## config.mk

```make
export PLATFORM = sky130hd
export DESIGN_NAME = fp_addsub_arbiter
export DESIGN_NICKNAME = d
export VERILOG_FILES = /design/src/rtl/fp_addsub_arbiter.sv
export SDC_FILE = /design/constraint.sdc
export NUM_CORES = 1
export LEC_CHECK = 0
export ABC_AREA = 1
export BUFFER_PORTS_ARGS = -buffer_cell sky130_fd_sc_hd__buf_2
export CAP_MARGIN = 20
export CELL_PAD_IN_SITES_DETAIL_PLACEMENT = 1
export CELL_PAD_IN_SITES_GLOBAL_PLACEMENT = 2
export CORE_UTILIZATION = 33
export CTS_CLUSTER_DIAMETER = 50
export DETAILED_ROUTE_END_ITERATION = 16
export PLACE_DENSITY = 0.95
export SLEW_MARGIN = 20
export SYNTH_ARGS = -nofsm -noshare
export SYNTH_HDL_FRONTEND = slang
export SYNTH_SLANG_ARGS = --single-unit
```

## constraint.sdc

```tcl
create_clock -name clk -period 5.54 [get_ports clk]
set_clock_uncertainty 0.15 [all_clocks]
set_input_delay 0.831 -clock clk [delete_from_list [all_inputs] [get_ports clk]]
set_output_delay 0.831 -clock clk [all_outputs]
set_load 0.03 [all_outputs]
```

## src/rtl/fp_addsub_arbiter.sv

```systemverilog
// Round-robin arbiter/sequencer sharing one floating-point add/subtract unit
// among N requesters, each of which sees a private unit with the same handshake.
//
// state | meaning
// IDLE  | waiting for a pending request; picks the round-robin winner
// ISSUE | winner's operands are on au_*; au_beg pulses on the way out
// WAIT  | unit is computing; result captured when au_ready rises
// DONE  | result presented to the winner until it acknowledges
module fp_addsub_arbiter #(
  parameter  int N  = 3,
  parameter  int W  = 32,
  localparam int GW = $clog2(N)
) (
  input  logic           clk,
  input  logic           rst_n,
  input  logic [N-1:0]   req_beg,
  input  logic [N-1:0]   req_op,
  input  logic [N*W-1:0] req_a,
  input  logic [N*W-1:0] req_b,
  input  logic [N-1:0]   req_ack,
  output logic [N-1:0]   req_ready,
  output logic [W-1:0]   req_result,
  output logic [N-1:0]   req_pending,
  output logic [GW-1:0]  grant_id,
  output logic           err_overrun,
  output logic           au_beg,
  output logic           au_op,
  output logic [W-1:0]   au_a,
  output logic [W-1:0]   au_b,
  output logic           au_ack,
  input  logic           au_ready,
  input  logic [W-1:0]   au_result
);

  typedef enum logic [1:0] {
    IDLE  = 2'd0,
    ISSUE = 2'd1,
    WAIT  = 2'd2,
    DONE  = 2'd3
  } state_t;

  state_t        state;
  logic [N-1:0]  pend;
  logic [N-1:0]  op_q;
  logic [W-1:0]  a_q [N];
  logic [W-1:0]  b_q [N];
  logic [GW-1:0] last;

  logic [N-1:0]  grant_oh;
  logic          done_ack;
  logic [N-1:0]  clr;
  logic [N-1:0]  cap;
  logic [N-1:0]  ovr_hit;
  logic [N-1:0]  above;
  logic [N-1:0]  pick;
  logic [GW-1:0] win;
  logic          win_vld;

  assign grant_oh    = N'(1) << grant_id;
  assign done_ack    = (state == DONE) && |(req_ack & grant_oh);
  assign au_ack      = done_ack;
  assign req_pending = pend;

  // A new start in the same cycle as the clear re-arms the slot: set wins.
  assign clr     = done_ack ? grant_oh : '0;
  assign cap     = req_beg & (~pend | clr);
  assign ovr_hit = req_beg & pend & ~clr;

  // Round robin: prefer pending requesters above 'last', else wrap to the lowest.
  always_comb begin
    above   = pend & ~((N'(2) << last) - N'(1));
    pick    = (above != '0) ? above : pend;
    win     = '0;
    win_vld = |pend;
    for (int k = N - 1; k >= 0; k--) begin
      if (pick[k]) win = GW'(k);
    end
  end

  always_ff @(posedge clk or negedge rst_n) begin
    if (!rst_n) begin
      pend        <= '0;
      op_q        <= '0;
      err_overrun <= 1'b0;
      for (int i = 0; i < N; i++) begin
        a_q[i] <= '0;
        b_q[i] <= '0;
      end
    end else begin
      pend        <= (pend & ~clr) | cap;
      err_overrun <= err_overrun | (|ovr_hit);
      for (int i = 0; i < N; i++) begin
        if (cap[i]) begin
          op_q[i] <= req_op[i];
          a_q[i]  <= req_a[i*W +: W];
          b_q[i]  <= req_b[i*W +: W];
        end
      end
    end
  end

  always_ff @(posedge clk or negedge rst_n) begin
    if (!rst_n) begin
      state      <= IDLE;
      last       <= GW'(N - 1);
      grant_id   <= '0;
      au_beg     <= 1'b0;
      au_op      <= 1'b0;
      au_a       <= '0;
      au_b       <= '0;
      req_ready  <= '0;
      req_result <= '0;
    end else begin
      case (state)
        IDLE: begin
          au_beg <= 1'b0;
          if (win_vld) begin
            grant_id <= win;
            au_op    <= op_q[win];
            au_a     <= a_q[win];
            au_b     <= b_q[win];
            state    <= ISSUE;
          end
        end
        ISSUE: begin
          au_beg <= 1'b1;
          state  <= WAIT;
        end
        WAIT: begin
          au_beg <= 1'b0;
          if (au_ready) begin
            req_result <= au_result;
            req_ready  <= grant_oh;
            state      <= DONE;
          end
        end
        DONE: begin
          au_beg <= 1'b0;
          if (done_ack) begin
            req_ready <= '0;
            last      <= grant_id;
            state     <= IDLE;
          end
        end
        default: begin
          au_beg    <= 1'b0;
          req_ready <= '0;
          state     <= IDLE;
        end
      endcase
    end
  end

endmodule

```

==> Word-level counts from Yosys, hierarchy flattened <==
Cells that the tools add are included.
{ "totals": {"out_inout_bits": 108, "register_bits": 306, "word_cells": 78, "in_bits": 236} }
{ "op_classes": {"n_reduce_logical": 13, "shift": 2, "bitwise_logic": 13, "order_cmp": 2, "addsub": 1, "n_mux": 21, "n_eq_ne": 6} }
{ "op_table": {"columns": ["operator", "n"], "rows": [
  ["$bmux 32 s2", 2],
  ["$mux 32", 4],
  ["$and 3x3->3", 6],
  ["$mux 2", 6],
  ["$mux 3", 4],
  ["$reduce_or 3->1", 4],
  ["$not 3->3", 3],
  ["$pmux 2 s4", 1],
  ["$ne 2x2->1 const B", 3],
  ["$or 3x3->3", 2],
  ["$pmux 3 s2", 1],
  ["$reduce_and 2->1", 3],
  ["$reduce_and 3->1", 2],
  ["$eq 2x2->1 const B", 2],
  ["$ge 3x3->1 const B", 1],
  ["$lt 2x3->1 const B", 1],
  ["$not 2->3", 1],
  ["$reduce_bool 3->1", 1],
  ["$shl 1x2->3 const A", 1],
  ["$shl 2x2->3 const A", 1],
  ["$sub 3x1->3 const B", 1],
  ["$bmux 1 s2", 1],
  ["$eq 2x1->1 const B", 1],
  ["$logic_not 2->1", 1],
  ["other kinds (5)", 5]
]} }

==> Longest topological paths before layout <==
Gate-level depths: netlist of run 1.
{ "depth": {"ltp_word": 13, "ltp_mapped": 11} }

==> Worst setup path before layout of run 1 <==
Ideal clock, no wire load.
{ "synth_timing": {"path_kind": "input -> output", "startpoint": "input port req_ack[1]", "endpoint": "output port au_ack", "t_required_ns": 4.559, "stages": 4, "slack_ns": 3.256, "arrival_time_ns": 1.303, "cell_sequence": "nand3_1 > nand3_2 > nand2_1 > inv_1"} }
{ "synth_between": {"elab_chain_cells": 3} }
{ "synth_rtl": {"columns": ["item", "line", "source"], "rows": [
  ["from (decl)", "20", "input logic [N-1:0] req_ack,"],
  ["$and 3x3->3", "60", "assign done_ack = (state == DONE) && |(req_ack & grant_oh);"],
  ["$reduce_or 3->1", "60", null],
  ["$logic_and 1x1->1", "60", null],
  ["to (decl)", "30", "output logic au_ack,"]
]} }
Every way passes these cells.

==> Worst setup path in the final report of run 1 <==
{ "layout_timing": {"startpoint": "register pend[1], in the netlist req_pending[1]", "endpoint": "register au_a[0]"} }
{ "layout_between": {"elab_chain_cells": 10, "elab_cells_between_ends": 12, "cone_classes": "7 x mux; 2 x bitwise; 3 x reduce/logical"} }
{ "layout_rtl": {"columns": ["item", "line", "source"], "rows": [
  ["from (decl)", "43", "logic [N-1:0] pend;"],
  ["from (signal assigned)", "90", "pend <= (pend & ~clr) | cap;"],
  ["$and 3x3->3", "71", "above = pend & ~((N'(2) << last) - N'(1));"],
  ["$reduce_bool 3->1", "72", "pick = (above != '0) ? above : pend;"],
  ["$mux 3", "72", null],
  ["$mux 2 (3 in series)", "76", "if (pick[k]) win = GW'(k);"],
  ["$not 2->3 (not written as such)", "120", "au_a <= a_q[win];"],
  ["$bmux 32 s2", "120", null],
  ["$mux 32 (not written as such) (2 in series)", "120", null],
  ["to (signal assigned)", "120", null],
  ["to (decl)", "28", "output logic [W-1:0] au_a,"]
]} }
Parallel ways exist; a longest one is shown, timed or not. The select of a mux whose other input is x is not followed.
A chain may end at the register's enable or synchronous reset.

==> impl_metrics.json, run 1 <==
{
  "status": "complete, no violations",
  "fin_setup_tns_ns": 0,
  "fmax_mhz": 285,
  "crit_arrival_ns": 3.80,
  "fin_nets": 2292,
  "synth.largest_area_cell": "dfrtp_1",
  "dieArea_mm2": 0.0436,
  "num_rows": 75,
  "cts_tree": "yes",
  "wl_per_cell_um": 18.1,
  "synth.avg_cell_area_um2": 7.98,
  "path_class": "flop to flop",
  "combPwrFrac_pct": 42.9,
  "ys.flop_type": "dfrtp_1",
  "report.final.hold_viol_count": 0,
  "drc": 0,
  "required_ns": 5.84,
  "power_frac_clock_pct": 23.5,
  "ys_types": 21,
  "timing.max_cap.violations": 0,
  "synth_seq_cells": 306,
  "synth.top_cells.by_area": "dfrtp_1 54%, nand2_1 17%, nand3_1 12%, nor2_1 5.0%, inv_1 3.8%",
  "period_share_pct": 63.3,
  "use_met2_pct": 36.4,
  "post_drt_via_cell_ratio": 4.88,
  "netlist_area_mm2": 0.0141,
  "synth_top_area_share_pct": 54.1,
  "postCtsSetupRepairBufs": 0,
  "vias": 12814,
  "stdcell_count": 2626,
  "grt_setup_unrepaired": "no",
  "globalRouteMet3Util_pct": 3.32,
  "clock_path_buffers": 3,
  "synth_fp_nets": 2010,
  "antenna_found_initial": 3,
  "grt-ovfl-total": 0,
  "ctsHoldBuffers": 0,
  "power_mw": 11.8,
  "syn_inst": 1769,
  "netSwitchingPower_mw": 5.30,
  "start_util_pct": 33.6,
  "worstSetupEndpointType": "flop",
  "crit_fanout": 64,
  "yosysWarnings": 0,
  "p_int_mw": 6.46,
  "synthToLayoutAreaGrowth_pct": 23.9,
  "dp.final_hpwl_um": 30900,
  "grt_pass1_vias": 13594,
  "worstMarginPinSlew_ns": 0.983,
  "clock_latency_ns": 0.56,
  "portBuffers": 343,
  "grt_max_degree": 100,
  "min_path_type": "input pin to async pin",
  "peakVddDrop_uv": 579,
  "htree_levels": 2,
  "gp_congestion": 0.801,
  "r2r_slack_ns": 2.03,
  "cts_root_buf": "clkbuf_16",
  "grt_use_met1_pct": 29.5,
  "layout_common_cells": "614 x nand2_1, 340 x buf_2, 328 x nand3_1",
  "die_y_um": 209,
  "final_common_cell": "nand2_1",
  "drt-pass1-iter-count": 4,
  "async_reset_ff_share_pct": 100,
  "setup_violations": 0,
  "drv_slew": 0,
  "drive_gt1_share_pct": 22.6,
  "numClockSinks": 306,
  "drt.antenna.violating_nets": 0,
  "drtIter0Drc": 635,
  "cts_resized": 0,
  "synth_edf_count": 0,
  "wl_um": 47500,
  "top_level_ports": 344,
  "cts_buffers": 42,
  "ys_seq_area_share_pct": 54.3,
  "start_kind": "flop",
  "clk_pin_slew_ns": 0.06,
  "die_w_um": 209,
  "grtUsageTotal_pct": 22.0,
  "fp.coreArea_mm2": 0.0420,
  "sw_frac_of_total_pct": 45.1,
  "p_seq_share_pct": 33.7,
  "p_per_area_mw_per_mm2": 672,
  "place_inst": 2546,
  "period_needed_ns": 3.51,
  "grt_busiest_layer": "met2",
  "relSlewSlack_pct": 34.5,
  "grt_pass1_wl_um": 75500,
  "leakagePower_nw": 9.41
}
cell usage after synthesis, types with 2 or more instances:
| cell type | number |
|---|---|
| nand3_2 | 2 |
| nand2_2 | 2 |
| buf_1 | 16 |
| ha_1 | 5 |
| clkbuf_1 | 30 |
| a21oi_1 | 5 |
| nor2_1 | 189 |
| dfrtp_1 | 305 |
| buf_2 | 45 |
| nand3_1 | 329 |
| buf_6 | 17 |
| mux2_2 | 32 |
| inv_1 | 141 |
| nand2_1 | 622 |
| buf_4 | 6 |
| nand3b_1 | 3 |
| inv_2 | 2 |
| o21ai_0 | 15 |
critical path, stage by stage, from the launching register on:
cell	delay (ns)
dfrtp_1	0.50
nand3_1	0.31
nand3_4	0.79
nand2_2	0.19
inv_2	0.76
buf_4	0.42
nand3_1	0.14
nand2_1	0.08
inv_1	0.04
final cells by class:
class,instances,area (um^2)
antenna,3,7.51
clock inverter,22,262
clock buffer,55,1170
inverter,143,539
sequential,306,7660
timing repair buffer,352,1810
fill,5240,24600
tap,539,674
multi-input combinational,1206,5360
power groups by stage:
stage               Clock (mW)  Sequential [mW]  Combinational [mW]
floorplan                    0             4.57                2.87
global placement             0             3.92                4.88
detailed placement           0             3.97                5.08
CTS                       2.83             3.96                5.12
global route              2.92             4.08                5.67
finish                    2.76             3.96                5.04
state kept, by name (all words and copies together) (netlist names):
signal,cells
a_q,96
au_a,32
au_b,32
au_beg,1
au_op,1
b_q,96
err_overrun,1
grant_id,2
last,2
op_q,3
req_pending,3
req_ready,3
req_result,32
state,2
routing by layer:
| metal | part of all wire, % | up-vias | wire, um |
|---|---|---|---|
| li1 | - | 6080 | - |
| met2 | 47 | 324 | 22600 |
| met1 | 46 | 6336 | 21700 |
| met5 | 0.025 | - | 12 |
| met4 | 2.6 | 2 | 1220 |
| met3 | 4.3 | 72 | 2050 |
worst paths after layout:
kind                           startpoint  depth (start not counted)       to
max reg2reg                req_pending[1]                          8  au_a[0]
max                        req_pending[1]                          8  au_a[0]
min                                 rst_n                          1  a_q[83]
max in group asynchronous           rst_n                          2  b_q[12]
min reg2reg                       b_q[18]                          2  b_q[18]
min in group clk                  b_q[18]                          2  b_q[18]
cells by family (layout without fill, tap and decap cells):
family	Yosys count	count (layout)	share of synthesized area, %
other cells	0	3	0
mux	32	32	2.55
compound gates	21	21	0.762
simple gates	1148	1148	33.7
fa+ha+maj	5	5	0.443
flops	306	306	54.3
buf+inv	257	572	8.30
stage by stage:
stage	setup WS [ns]	util (%)	hold slack, ns	cell area, um^2
floorplan	3.26	-	0.283	14100
global placement	2.09	38.2	0.303	16000
detailed placement	1.91	38.2	0.309	16000
CTS	2.02	41.6	0.180	17500
global route	1.77	41.6	0.188	17500
finish	2.03	41.6	0.133	17500
No activity file was read; power rests on OpenSTA's default activity.
==> run 2, diff against run 1 <==
- CORE_UTILIZATION: 33 -> 31
- PLACE_DENSITY: 0.95 -> 0.93
- clock period: 5.54 -> 3.35 ns (I/O delays scaled with it)
==> impl_metrics.json, run 2 (synthesis gave the netlist of run 1 again) <==
{
  "status": "complete, no violations",
  "timing.max_cap.violations": 0,
  "reg_top3": "a_q x96, b_q x96",
  "grt_pass1_wl_um": 77000,
  "wl_um": 48600,
  "path_class": "flop to flop",
  "fp.coreArea_mm2": 0.0446,
  "min_path_type": "input pin to flop",
  "p_per_area_mw_per_mm2": 1090,
  "top_level_ports": 344,
  "post_drt_via_cell_ratio": 4.69,
  "peakVddDrop_uv": 605,
  "die_y_um": 215,
  "cts_tree": "yes",
  "portBuffers": 343,
  "grt_max_degree": 78,
  "grt-ovfl-total": 0,
  "dp.final_hpwl_um": 32600,
  "period_share_pct": 76.2,
  "vias": 12769,
  "fin_nets": 2334,
  "fin_hold_ws_ns": 0.0372,
  "worst_path_largest_cell_delay_ns": 0.50,
  "gp_congestion": 0.805,
  "grtUsageTotal_pct": 21.2,
  "report.final.hold_viol_count": 0,
  "drt.antenna.violating_nets": 0,
  "dieArea_mm2": 0.0464,
  "drv_slew": 0,
  "antenna_found_initial": 5,
  "netSwitchingPower_mw": 8.69,
  "fillCellCount": 5452,
  "synthToLayoutAreaGrowth_pct": 27.5,
  "sw_frac_of_total_pct": 44.2,
  "die_w_um": 215,
  "cts_buffers": 43,
  "crit_fanout": 41,
  "p_seq_share_pct": 33.2,
  "num_rows": 77,
  "drive_gt1_share_pct": 22.9,
  "final_common_cell": "nand2_1",
  "clock_path_buffers": 3,
  "crit_slowest_cell": "buf_4",
  "postCtsSetupRepairBufs": 0,
  "htree_levels": 2,
  "layout_common_cells": "614 x nand2_1, 339 x buf_2, 328 x nand3_1",
  "required_ns": 3.70,
  "worstMarginPinSlew_ns": 0.874,
  "power_frac_clock_pct": 23.9,
  "wl_per_cell_um": 17.9,
  "relSlewSlack_pct": 41.7,
  "numClockSinks": 306,
  "worstSetupEndpointType": "flop",
  "crit_arrival_ns": 2.90,
  "combPwrFrac_pct": 42.9,
  "grt_pass1_vias": 13486,
  "clk_pin_slew_ns": 0.06,
  "period_needed_ns": 2.55,
  "fin_setup_tns_ns": 0,
  "drc": 0,
  "setup_violations": 0,
  "fmax_mhz": 392,
  "leakagePower_nw": 9.64,
  "start_kind": "flop",
  "p_int_mw": 11.0,
  "drt-pass1-iter-count": 5,
  "drtIter0Drc": 497,
  "grt_setup_unrepaired": "no",
  "cts_root_buf": "clkbuf_16",
  "start_util_pct": 31.6,
  "path_cells": "inv_1 -> nand3_1 -> nand3_2 -> nand3_1 -> nand2_4 -> nand2_2 -> buf_4 -> nand2_1 -> nand2_1",
  "clock_latency_ns": 0.55
}
-- run 2: changes by cell type in the layout (fill, tap and decap cells not counted), moves of 3 or more --
cell,change
dlygate4sd3_1,+26
buf_4,+13
clkinv_2,+7
inv_6,-5
buf_12,+3
clkbuf_16,+3
clkbuf_8,-3
inv_8,-3
-- run 2: per-layer routing --
layer  GRT usage [%]  routed length [um]
met5               0                  31
met4            7.28                1230
met1            28.4               22500
met2            34.6               22800
met3            3.50                2050
-- run 2: cell type report --
type | count | area (um^2) | share of cell area, %
clock buffer | 56 | 1210 | 6.71
antenna | 3 | 7.51 | 0.0417
tap | 592 | 741 | 4.12
timing repair buffer | 393 | 2220 | 12.4
clock inverter | 22 | 264 | 1.47
inverter | 143 | 539 | 3.00
sequential | 306 | 7660 | 42.5
multi-input combinational | 1206 | 5360 | 29.8
-- run 2: worst paths after layout --
check,start,end,slack (ns),depth (start not counted)
max reg2reg,grant_id[1],b_q[82],0.80,9
max,grant_id[1],b_q[82],0.80,9
min reg2reg,op_q[1],op_q[1],0.32,2
min,req_a[78],a_q[14],0.04,3
min in group asynchronous,rst_n,a_q[84],0.36,2
max in group asynchronous,rst_n,au_b[24],1.73,3
-- run 2: through the flow --
step | worst slack [ns] | util [%] | cells | instance area [um^2] | total power, mW
after global placement | 0.869 | 36.5 | 2614 | 16300 | 14.7
after detailed placement | 0.777 | 36.5 | 2614 | 16300 | 15.1
after global routing | 0.585 | 40.3 | 2720 | 18000 | 21.2
final | 0.799 | 40.4 | 2721 | 18000 | 19.6
after floorplan | 1.53 | - | 1769 | 14100 | 12.3
after CTS | 0.786 | 40.3 | 2718 | 18000 | 19.9
-- run 2: power groups by stage --
stage	registers [mW]	clock network (mW)	logic [mW]
floorplan	7.55	0	4.74
global placement	6.48	0	8.20
detailed placement	6.57	0	8.49
CTS	6.53	4.81	8.56
global route	6.74	4.94	9.50
finish	6.52	4.69	8.42
-- run 2: worst max-delay path: cells and delay by family (launching register included) --
kind | cells | cell delay (ns)
and+or+nand+nor | 7 | 1.18
buffers and inverters | 2 | 0.62
DFF | 1 | 0.44
-- run 2: what timing repair did --
| item | CTS | global route |
|---|---|---|
| resized for setup | 0 | 0 |
| endpoints found under the hold margin | 94 | 0 |
| hold buffers | 26 | 0 |
==> run 3, diff against run 2 <==
- CORE_UTILIZATION: 31 -> 28
- PLACE_DENSITY: 0.93 -> 0.89
- clock period: 3.35 -> 2.3 ns (I/O delays scaled with it)
==> impl_metrics.json, run 3 (synthesis gave the netlist of run 1 again) <==
{
  "status": "complete, no violations",
  "fin_nets": 2556,
  "path_cells": "nand3_1 -> nand3_4 -> buf_4 -> nor2_1 -> nor2_1 -> nand2_1 -> inv_1",
  "start_kind": "flop",
  "stdcell_count": 3022,
  "dp.final_hpwl_um": 35300,
  "final_common_cell": "nand2_1",
  "timing.max_cap.violations": 0,
  "portBuffers": 343,
  "gp_congestion": 0.788,
  "fillCellCount": 5964,
  "crit_arrival_ns": 2.55,
  "cts_buffers": 44,
  "leakagePower_nw": 10.6,
  "cts_root_buf": "clkbuf_16",
  "vias": 14167,
  "drv_slew": 0,
  "p_int_mw": 16.8,
  "crit_fanout": 34,
  "min_path_type": "input pin to flop",
  "antenna_found_initial": 13,
  "combPwrFrac_pct": 44.4,
  "grt_max_degree": 73,
  "post_drt_via_cell_ratio": 4.69,
  "clock_latency_ns": 0.56,
  "cts_tree": "yes",
  "grt-ovfl-total": 0,
  "sw_frac_of_total_pct": 44.2,
  "power_frac_clock_pct": 23.8,
  "num_rows": 81,
  "wl_met2_um": 27600,
  "met3_length_um": 2670,
  "drt-pass1-iter-count": 5,
  "grt_pass1_wl_um": 88000,
  "drt-met1-wl_um": 24500,
  "drtIter0Drc": 840,
  "p_per_area_mw_per_mm2": 1470,
  "fmax_mhz": 452,
  "numClockSinks": 306,
  "peakVddDrop_uv": 1050,
  "worst_path_largest_cell_delay_ns": 0.58,
  "wl_per_cell_um": 18.9,
  "drt.antenna.violating_nets": 0,
  "crit_path_frequent_cell": "nor2_1",
  "start_util_pct": 28.6,
  "drive_gt1_share_pct": 21.9,
  "htree_levels": 2,
  "required_ns": 2.63,
  "reg_top3": "a_q x96, b_q x96",
  "setup_violations": 0,
  "fin_setup_tns_ns": 0,
  "path_class": "flop to flop",
  "netSwitchingPower_mw": 13.3,
  "top_layer": "met5",
  "dieArea_mm2": 0.0513,
  "worstSetupEndpointType": "flop",
  "top_level_ports": 344,
  "period_needed_ns": 2.21,
  "grt_setup_unrepaired": "no",
  "drc": 0,
  "synthToLayoutAreaGrowth_pct": 45.2,
  "clock_path_buffers": 3,
  "worstMarginPinSlew_ns": 0.578,
  "relSlewSlack_pct": 61.1,
  "wl_um": 57100,
  "die_y_um": 227,
  "grt_pass1_vias": 15473,
  "p_seq_share_pct": 31.8,
  "crit_slowest_cell": "dfrtp_1",
  "layout_common_cells": "614 x nand2_1, 339 x buf_2, 328 x nand3_1",
  "report.final.hold_viol_count": 0,
  "place_inst": 2704,
  "period_share_pct": 96.3,
  "clk_pin_slew_ns": 0.06,
  "fp.coreArea_mm2": 0.0494,
  "grtUsageTotal_pct": 22.3,
  "die_w_um": 227
}
==> run 3: metal layers <==
metal  up-vias  global-route usage, %
met5         -                      0
met4         6                   10.4
met3       143                   3.68
met2       430                   37.7
met1      6979                   27.6
li1       6609                      -
==> run 3: worst paths after layout <==
kind,from,endpoint,cells after the start,slack [ns]
min in group asynchronous,rst_n,req_result[12],2,0.17
min reg2reg,a_q[17],a_q[17],2,0.32
max,req_pending[1],au_b[22],7,0.09
min,req_beg[0],req_pending[0],3,0.06
max reg2reg,req_pending[1],au_b[22],7,0.09
max in group asynchronous,rst_n,last[1],3,0.99
==> run 3: final cells by class <==
type / instances / area (um^2) / share of cell area (%)
diodes: 11 / 27.5 / 0.134
clock buffers: 54 / 1220 / 5.95
clock inverters: 24 / 313 / 1.53
inverters: 143 / 539 / 2.63
multi-input cells: 1206 / 5350 / 26.1
flip-flops and latches: 306 / 7660 / 37.4
well taps: 664 / 831 / 4.06
repair buffers: 614 / 4540 / 22.2
==> run 3: stage by stage <==
step | total power [mW] | util (%) | cell area [um^2] | hold WS, ns | worst slack [ns]
finish | 30.0 | 41.5 | 20500 | 0.0582 | 0.0858
global route | 32.2 | 41.5 | 20500 | 0.0844 | 0.00116
CTS | 30.1 | 41.4 | 20400 | 0.0327 | 0.0314
detailed placement | 22.5 | 33.7 | 16600 | 0.187 | 0.103
global placement | 21.9 | 33.7 | 16600 | 0.182 | 0.179
floorplan | 17.9 | - | 14100 | -0.101 | 0.485
==> run 3: repair_timing <==
action                                  in CTS  in global routing
pin swaps                                    0                  0
setup buffers                                0                  1
hold buffers                               228                  0
hold endpoints to repair                   272                  0
endpoints found under the setup margin       1                 81
gates cloned                                 0                  0
resized for setup                            1                  5
==> run 3: worst max-delay path, delay by kind of cell, from the launching register on <==
kind          cells  cell delay (ns)
flops             1             0.58
buf+inv           2             0.49
simple gates      5             0.86
==> run 3: power by group through the flow <==
stage	Combinational, mW	Sequential [mW]	Clock, mW
global route	14.8	9.85	7.52
finish	13.3	9.55	7.16
floorplan	6.91	11.0	0
global placement	12.5	9.40	0
detailed placement	12.9	9.53	0
CTS	13.3	9.49	7.30
